==> config.mk <==
export PLATFORM = sky130hd
export DESIGN_NAME = cfu_simd_mac_buf_flat
export DESIGN_NICKNAME = d
export VERILOG_FILES = /design/src/rtl/cfu_simd_mac_buf_pkg.sv /design/src/rtl/cfu_simd_mac_buf_if.sv /design/src/rtl/cfu_simd_mac_buf_dot4.sv /design/src/rtl/cfu_simd_mac_buf.sv /design/src/flat_wrapper.sv
export SDC_FILE = /design/constraint.sdc
export NUM_CORES = 2
export LEC_CHECK = 0
export BUFFER_PORTS_ARGS = -buffer_cell sky130_fd_sc_hd__buf_4
export CAP_MARGIN = 20
export CORE_MARGIN = 2
export CORE_UTILIZATION = 60
export DETAILED_ROUTE_END_ITERATION = 8
export PLACE_DENSITY = 0.83
export SYNTH_ARGS = -nofsm -noshare
export SYNTH_HDL_FRONTEND = slang
export SYNTH_HIERARCHICAL = 1
export SYNTH_SLANG_ARGS = --single-unit
==> constraint.sdc <==
create_clock -name clk -period 16.26 [get_ports clk]
set_clock_uncertainty 0.1 [all_clocks]
set_input_delay 1.626 -clock clk [delete_from_list [all_inputs] [get_ports clk]]
set_output_delay 1.626 -clock clk [all_outputs]
set_load 0.005 [all_outputs]
==> src/rtl/cfu_simd_mac_buf_pkg.sv <==
// Shared opcodes, FSM states and lane widths for the CFU SIMD MAC.
// Imported by the bus interface, the dot-product unit and the top.
package cfu_mac_pkg;

  localparam int LANE_W = 8;
  localparam int PROD_W = 34;
  localparam int DOT_W  = 36;

  localparam logic [6:0] OP_CLR    = 7'd0;
  localparam logic [6:0] OP_SETOFF = 7'd1;
  localparam logic [6:0] OP_LOAD   = 7'd2;
  localparam logic [6:0] OP_MACI   = 7'd3;
  localparam logic [6:0] OP_RUN    = 7'd4;
  localparam logic [6:0] OP_READ   = 7'd5;
  localparam logic [6:0] OP_SAT    = 7'd6;

  typedef enum logic [1:0] {
    ST_IDLE,
    ST_EXEC,
    ST_RUN,
    ST_DRAIN
  } state_e;

  function automatic logic signed [LANE_W-1:0] lane(
    input logic [31:0] w,
    input int          k
  );
    return w[k*LANE_W +: LANE_W];
  endfunction

endpackage

==> src/rtl/cfu_simd_mac_buf_if.sv <==
// VexRiscv CFU command/response bus.
// master = CPU side, slave = CFU side.
interface cfu_simd_mac_buf_if;

  logic        cmd_valid;
  logic        cmd_ready;
  logic [9:0]  cmd_payload_function_id;
  logic [31:0] cmd_payload_inputs_0;
  logic [31:0] cmd_payload_inputs_1;
  logic        rsp_valid;
  logic        rsp_ready;
  logic [31:0] rsp_payload_outputs_0;

  modport master (
    output cmd_valid,
    output cmd_payload_function_id,
    output cmd_payload_inputs_0,
    output cmd_payload_inputs_1,
    output rsp_ready,
    input  cmd_ready,
    input  rsp_valid,
    input  rsp_payload_outputs_0
  );

  modport slave (
    input  cmd_valid,
    input  cmd_payload_function_id,
    input  cmd_payload_inputs_0,
    input  cmd_payload_inputs_1,
    input  rsp_ready,
    output cmd_ready,
    output rsp_valid,
    output rsp_payload_outputs_0
  );

endinterface

==> src/rtl/cfu_simd_mac_buf_dot4.sv <==
// Four int8 lanes: (a+in_off)*(b+filt_off), summed.
// Shared between MACI operands and buffer sweep data.
module cfu_dot4
  import cfu_mac_pkg::*;
#(
  parameter int OFFSET_W = 16
) (
  input  logic [31:0]             a,
  input  logic [31:0]             b,
  input  logic [OFFSET_W-1:0]     in_off,
  input  logic [OFFSET_W-1:0]     filt_off,
  output logic signed [DOT_W-1:0] dot
);

  localparam int SW = OFFSET_W + 1;
  localparam int PW = 2 * SW;

  logic signed [SW-1:0] sa;
  logic signed [SW-1:0] sb;
  logic signed [PW-1:0] p;

  // offset-add, multiply and reduce all four lanes
  always_comb begin
    dot = '0;
    sa  = '0;
    sb  = '0;
    p   = '0;
    for (int k = 0; k < 4; k++) begin
      sa  = SW'(lane(a, k)) + SW'($signed(in_off));
      sb  = SW'(lane(b, k)) + SW'($signed(filt_off));
      p   = PW'(sa) * PW'(sb);
      dot = dot + DOT_W'(p);
    end
  end

endmodule

==> src/rtl/cfu_simd_mac_buf.sv <==
// CFU int8 SIMD MAC with offsets and a LOAD/RUN operand buffer.
// Define CFU_MAC_SAT_EN for saturating accumulation and sat flag.
module cfu_simd_mac_buf
  import cfu_mac_pkg::*;
#(
  parameter int DEPTH    = 16,
  parameter int ACC_W    = 32,
  parameter int OFFSET_W = 16,
  parameter int PIPE     = 1
) (
  input  logic               clk,
  input  logic               reset,
  cfu_simd_mac_buf_if.slave  bus
);

  localparam int CW    = $clog2(DEPTH + 1);
  localparam int RW    = $clog2(DEPTH);
  localparam int SUM_W = ACC_W + DOT_W;
  localparam logic [CW-1:0] FULL = CW'(DEPTH);

`ifdef CFU_MAC_SAT_EN
  localparam logic signed [SUM_W-1:0] AMAX =
    (SUM_W'(1) << (ACC_W - 1)) - SUM_W'(1);
  localparam logic signed [SUM_W-1:0] AMIN = -AMAX - SUM_W'(1);
`endif

  state_e state, state_n;

  logic [ACC_W-1:0]    acc, acc_n;
  logic [OFFSET_W-1:0] in_off, in_off_n;
  logic [OFFSET_W-1:0] filt_off, filt_off_n;
  logic [CW-1:0]       wr_cnt, wr_cnt_n;
  logic [CW-1:0]       last, rd_ext;
  logic [RW-1:0]       rd_ptr, rd_ptr_n;
  logic                rsp_valid, rsp_valid_n;
  logic [31:0]         rsp_out, rsp_out_n;
  logic                sat, sat_n;
  logic                buf_we;
  logic [63:0]         mem [DEPTH];
  logic [63:0]         rd_word;
  logic [31:0]         dot_a, dot_b;
  logic signed [DOT_W-1:0] dot_c, dot_q;
  logic [ACC_W:0]      step;
  logic [6:0]          op;
  logic                fire, sel_buf, run_done;
  logic                unused_bits;

  function automatic logic [ACC_W:0] acc_step(
    input logic [ACC_W-1:0] a,
    input logic [DOT_W-1:0] d
  );
    logic [SUM_W-1:0] s;
    s = {{DOT_W{a[ACC_W-1]}}, a} + {{ACC_W{d[DOT_W-1]}}, d};
`ifdef CFU_MAC_SAT_EN
    if ($signed(s) > AMAX)
      return {1'b1, 1'b0, {(ACC_W-1){1'b1}}};
    if ($signed(s) < AMIN)
      return {1'b1, 1'b1, {(ACC_W-1){1'b0}}};
`endif
    return {1'b0, s[ACC_W-1:0]};
  endfunction

  assign op      = bus.cmd_payload_function_id[9:3];
  assign unused_bits = ^{bus.cmd_payload_function_id[2:0], sat};

  assign bus.cmd_ready = (state == ST_IDLE) && !rsp_valid;
  assign bus.rsp_valid = rsp_valid;
  assign bus.rsp_payload_outputs_0 = rsp_out;
  assign fire = bus.cmd_valid && bus.cmd_ready;

  assign sel_buf = (state == ST_RUN) || (state == ST_DRAIN);
  assign rd_word = mem[rd_ptr];
  assign dot_a   = sel_buf ? rd_word[31:0]  : bus.cmd_payload_inputs_0;
  assign dot_b   = sel_buf ? rd_word[63:32] : bus.cmd_payload_inputs_1;

  cfu_dot4 #(.OFFSET_W(OFFSET_W)) u_dot4 (
    .a        (dot_a),
    .b        (dot_b),
    .in_off   (in_off),
    .filt_off (filt_off),
    .dot      (dot_c)
  );

  generate
    if (PIPE != 0) begin : g_pipe
      // product register between dot unit and accumulator
      always_ff @(posedge clk or negedge reset) begin
        if (!reset) dot_q <= '0;
        else        dot_q <= dot_c;
      end
    end else begin : g_comb
      assign dot_q = dot_c;
    end
  endgenerate

  assign step   = acc_step(acc, dot_q);
  assign last   = wr_cnt - CW'(1);
  assign rd_ext = CW'(rd_ptr);
  assign run_done = (PIPE != 0) ? (rd_ext == last)
                                : (rd_ext + CW'(1) == last);

  // operand buffer: write-only from LOAD, no reset needed
  always_ff @(posedge clk) begin
    if (buf_we) mem[wr_cnt[RW-1:0]] <= {bus.cmd_payload_inputs_1,
                                        bus.cmd_payload_inputs_0};
  end

  // FSM state register
  always_ff @(posedge clk or negedge reset) begin
    if (!reset) state <= ST_IDLE;
    else        state <= state_n;
  end

  // next state, datapath updates and response
  always_comb begin
    state_n     = state;
    acc_n       = acc;
    in_off_n    = in_off;
    filt_off_n  = filt_off;
    wr_cnt_n    = wr_cnt;
    rd_ptr_n    = rd_ptr;
    rsp_valid_n = rsp_valid;
    rsp_out_n   = rsp_out;
    sat_n       = sat;
    buf_we      = 1'b0;

    if (rsp_valid && bus.rsp_ready) rsp_valid_n = 1'b0;

    unique case (state)
      ST_IDLE: begin
        if (fire) begin
          rsp_valid_n = 1'b1;
          rsp_out_n   = '0;
          unique case (1'b1)
            (op == OP_CLR): begin
              acc_n = '0;
              sat_n = 1'b0;
            end
            (op == OP_SETOFF): begin
              in_off_n   = bus.cmd_payload_inputs_0[OFFSET_W-1:0];
              filt_off_n = bus.cmd_payload_inputs_1[OFFSET_W-1:0];
              acc_n      = '0;
              wr_cnt_n   = '0;
              sat_n      = 1'b0;
            end
            (op == OP_LOAD): begin
              if (wr_cnt == FULL) begin
                rsp_out_n = '1;
              end else begin
                buf_we    = 1'b1;
                wr_cnt_n  = wr_cnt + CW'(1);
                rsp_out_n = 32'(wr_cnt + CW'(1));
              end
            end
            (op == OP_MACI): begin
              if (PIPE != 0) begin
                rsp_valid_n = 1'b0;
                state_n     = ST_EXEC;
              end else begin
                acc_n     = step[ACC_W-1:0];
                sat_n     = sat | step[ACC_W];
                rsp_out_n = step[31:0];
              end
            end
            (op == OP_RUN): begin
              if (wr_cnt != '0) begin
                rsp_valid_n = 1'b0;
                rd_ptr_n    = '0;
                state_n     = (PIPE == 0 && wr_cnt == CW'(1))
                              ? ST_DRAIN : ST_RUN;
              end else begin
                rsp_out_n = acc[31:0];
              end
            end
            (op == OP_READ): begin
              rsp_out_n = acc[31:0];
`ifdef CFU_MAC_SAT_EN
              if (ACC_W > 32) rsp_out_n = {acc[31:1], sat};
`endif
            end
`ifdef CFU_MAC_SAT_EN
            (op == OP_SAT): begin
              rsp_out_n = {31'b0, sat};
            end
`endif
            default: ;
          endcase
        end
      end
      ST_EXEC: begin
        acc_n       = step[ACC_W-1:0];
        sat_n       = sat | step[ACC_W];
        rsp_valid_n = 1'b1;
        rsp_out_n   = step[31:0];
        state_n     = ST_IDLE;
      end
      ST_RUN: begin
        if (PIPE == 0 || rd_ptr != '0) begin
          acc_n = step[ACC_W-1:0];
          sat_n = sat | step[ACC_W];
        end
        if (run_done) begin
          state_n = ST_DRAIN;
          if (PIPE == 0) rd_ptr_n = rd_ptr + RW'(1);
        end else begin
          rd_ptr_n = rd_ptr + RW'(1);
        end
      end
      ST_DRAIN: begin
        acc_n       = step[ACC_W-1:0];
        sat_n       = sat | step[ACC_W];
        rsp_valid_n = 1'b1;
        rsp_out_n   = step[31:0];
        wr_cnt_n    = '0;
        state_n     = ST_IDLE;
      end
      default: state_n = ST_IDLE;
    endcase
  end

  // datapath and response registers
  always_ff @(posedge clk or negedge reset) begin
    if (!reset) begin
      acc       <= '0;
      in_off    <= '0;
      filt_off  <= '0;
      wr_cnt    <= '0;
      rd_ptr    <= '0;
      rsp_valid <= 1'b0;
      rsp_out   <= '0;
      sat       <= 1'b0;
    end else begin
      acc       <= acc_n;
      in_off    <= in_off_n;
      filt_off  <= filt_off_n;
      wr_cnt    <= wr_cnt_n;
      rd_ptr    <= rd_ptr_n;
      rsp_valid <= rsp_valid_n;
      rsp_out   <= rsp_out_n;
      sat       <= sat_n;
    end
  end

endmodule

==> src/flat_wrapper.sv <==
// flat-port wrapper written by rule: the top's interface ports become plain ports
module cfu_simd_mac_buf_flat import cfu_mac_pkg::*;
#(
  parameter int DEPTH    = 16,
  parameter int ACC_W    = 32,
  parameter int OFFSET_W = 16,
  parameter int PIPE     = 1
)
  (clk, reset, bus_cmd_valid, bus_cmd_payload_function_id, bus_cmd_payload_inputs_0, bus_cmd_payload_inputs_1, bus_rsp_ready, bus_cmd_ready, bus_rsp_valid, bus_rsp_payload_outputs_0);
  cfu_simd_mac_buf_if bus_i ();
  input  logic clk;
  input  logic reset;
  input wire logic [$bits(bus_i.cmd_valid)-1:0] bus_cmd_valid;
  input wire logic [$bits(bus_i.cmd_payload_function_id)-1:0] bus_cmd_payload_function_id;
  input wire logic [$bits(bus_i.cmd_payload_inputs_0)-1:0] bus_cmd_payload_inputs_0;
  input wire logic [$bits(bus_i.cmd_payload_inputs_1)-1:0] bus_cmd_payload_inputs_1;
  input wire logic [$bits(bus_i.rsp_ready)-1:0] bus_rsp_ready;
  output wire logic [$bits(bus_i.cmd_ready)-1:0] bus_cmd_ready;
  output wire logic [$bits(bus_i.rsp_valid)-1:0] bus_rsp_valid;
  output wire logic [$bits(bus_i.rsp_payload_outputs_0)-1:0] bus_rsp_payload_outputs_0;
  assign bus_i.cmd_valid = bus_cmd_valid;
  assign bus_i.cmd_payload_function_id = bus_cmd_payload_function_id;
  assign bus_i.cmd_payload_inputs_0 = bus_cmd_payload_inputs_0;
  assign bus_i.cmd_payload_inputs_1 = bus_cmd_payload_inputs_1;
  assign bus_i.rsp_ready = bus_rsp_ready;
  assign bus_cmd_ready = bus_i.cmd_ready;
  assign bus_rsp_valid = bus_i.rsp_valid;
  assign bus_rsp_payload_outputs_0 = bus_i.rsp_payload_outputs_0;
  cfu_simd_mac_buf #(.DEPTH(DEPTH), .ACC_W(ACC_W), .OFFSET_W(OFFSET_W), .PIPE(PIPE)) u_core (.clk(clk), .reset(reset), .bus(bus_i));
endmodule
==> metrics <==
status finished clean; Final period util 87.7%; clk slew on worst S/H paths 60 ps; cts bufs inserted 106; Top-Level Pins 112; first-pass GRT wire length 407 mm; P_leak 0.0433 uW; YS warnings 6; die width around 400 um; Starting Density approximately three fifths; clk buf depth 3; WS Path Type register to register; post-CTS setup buffers 0; Post-CTS Hold Fix Bufs 0; Hold WS 401 ps; setup TNS 0 ps; num rows 145; clk sinks 1164; die area approximately 160000 sq um; maximum capacitance violations 0; min Tclk post-route 14250 ps; Remaining DRCs 0; RePlAce Congestion 1.03; synthesized cell area 93900 sq um; input/output buffers around 110; DRT Pass-1 Iters 7; total track usage 35.0%; pre-CTS WS 2380 ps; area grow syn2layout 8.01%; Core Region 156000 sq um; setup slack, reg-to-reg about 2000 ps; Via Count 61509; final wirelength 271 mm; H-tree levels 3; Sw Ratio a little under a quarter; Combinational Power Share 8.3%; crit-path max FO 53; Worst-Margin Slew 1220 ps; ANT nets after route 0; Psw 1490 uW; final net count slightly above 9000; share of cells above drive strength 1 between 10% and 20%; Via density between 6 and 7; total power roughly 6300 uW; Pint 4830 uW; Max-Slew Margin vs Limit a little under a fifth; Worst Setup Start Kind register; RSZ-0062 raised after global routing false; pwr dens 62.4 nW/um^2; final max-slew violation count 0; Root Driver clkbuf_16; initial DRC count 7473; Critical Path AT 14770 ps; Required @ worst endpoint 16780 ps; slowest stage cell, crit path dfrtp_4; Die Ht roughly 400 um; Avg WL per Cell 28.1 um; Final Hold Viols 0; Reg power frac 52.7%; Final setup viols 0; worst min path class register to register; CTS resizes 0; vias in the first global route 65912; Max Freq approximately 70 MHz; DR WL met2 126 mm; Max Used Layer met5; hpwl dp 187 mm; CP peak stage delay approximately 1100 ps; initial antenna violation count 17; crit end category register; fin util roughly two thirds; largest net degree at the start of global routing 75; most used cell, CP fa_1; CTS tree built; Clk pwr share between 30 and 40%; Routed met1 length between 80 and 90 mm; average cell area after synthesis 12.8 sq um; Max VDD drop 0.119 mV; Final WS setup roughly 2000 ps; met3 routed WL approximately 35 mm; Clk Latency, worst-skew pair 770 ps; Post-Synthesis Cells roughly 7300; GRT overflow 0; Syn Nets 9206
[per-layer routing]
metal / global-route usage (%) / vias to the layer above
met2: 54.9 / 4659
met4: 24.0 / 20
met5: 0.0908 / -
met1: 42.0 / 31149
met3: 10.5 / 1284
li1: - / 24397
[critical path: cells and delay by family, from the launching register on]
kind | cells | cell delay [ps]
AOI/OAI and AO/OA | 9 | 2650
xor gates and xnor gates | 1 | 140
adders and majority gates | 12 | 6030
buffers and inverters | 10 | 1470
DFF | 1 | 1080
muxes | 3 | 1420
and+or+nand+nor | 5 | 1160
[power groups by stage]
stage	clock network, uW	logic (uW)	registers, uW
2_1_floorplan	0	368	3390
3_3_place_gp	0	484	3400
3_5_place_dp	0	508	3400
4_1_cts	2480	514	3330
5_1_grt	2580	578	3340
6_report	2470	522	3340
[path summary, 6_finish.rpt]
kind	start	to	cells past startpoint
max	u_core/rd_ptr[0]	u_core/dot_q[31]	40
min	u_core/bus.rsp_payload_outputs_0[4]	u_core/bus.rsp_payload_outputs_0[4]	2
max reg2reg	u_core/rd_ptr[0]	u_core/dot_q[31]	40
min reg2reg	u_core/bus.rsp_payload_outputs_0[4]	u_core/bus.rsp_payload_outputs_0[4]	2
max in group asynchronous	reset	u_core/dot_q[18]	2
min in group asynchronous	reset	u_core/in_off[9]	1
[area by class of cell]
type / count / area, sq um
clock buffer: 144 / 2870
inverter: 1375 / 5160
clock inverter: 54 / 534
antenna: 10 / 25.0
fill: 10462 / 54500
multi-input combinational: 4559 / 53700
timing repair buffer: 281 / 2240
tap: 2058 / 2570
sequential: 1164 / 34300
[flip-flops by register name, indices dropped and copies added (netlist names)]
signal                            count
u_core/mem                         1024
u_core/acc                           32
u_core/bus.rsp_payload_outputs_0     32
u_core/dot_q                         32
u_core/filt_off                      16
u_core/in_off                        16
u_core/wr_cnt                         5
u_core/rd_ptr                         4
u_core/state                          2
u_core/bus.rsp_valid                  1
[cell usage in the layout, fill, tap and decap left out, drive strengths merged, types with 15 or more instances in the layout]
master	n
a21o	47
a21oi	165
a221o	23
a22o	27
and2	204
and3	19
buf	281
clkbuf	144
clkinv	48
dfrtp	140
edfxtp	1024
fa	1348
ha	432
inv	1374
mux2	98
mux4	320
nand2	724
nand2b	64
nand3	51
nor2	368
nor2b	73
nor3	44
o211ai	15
o21a	28
o21ai	94
o21bai	18
or2	25
xnor2	121
xor2	79
[through the flow]
step	cell area [sq um]	instances
6_report	101000	9645
5_1_grt	101000	9642
4_1_cts	101000	9626
3_5_place_dp	97800	9428
3_3_place_gp	97800	9424
2_1_floorplan	93900	7348
Note: power is estimated with default switching activity, not from simulation.
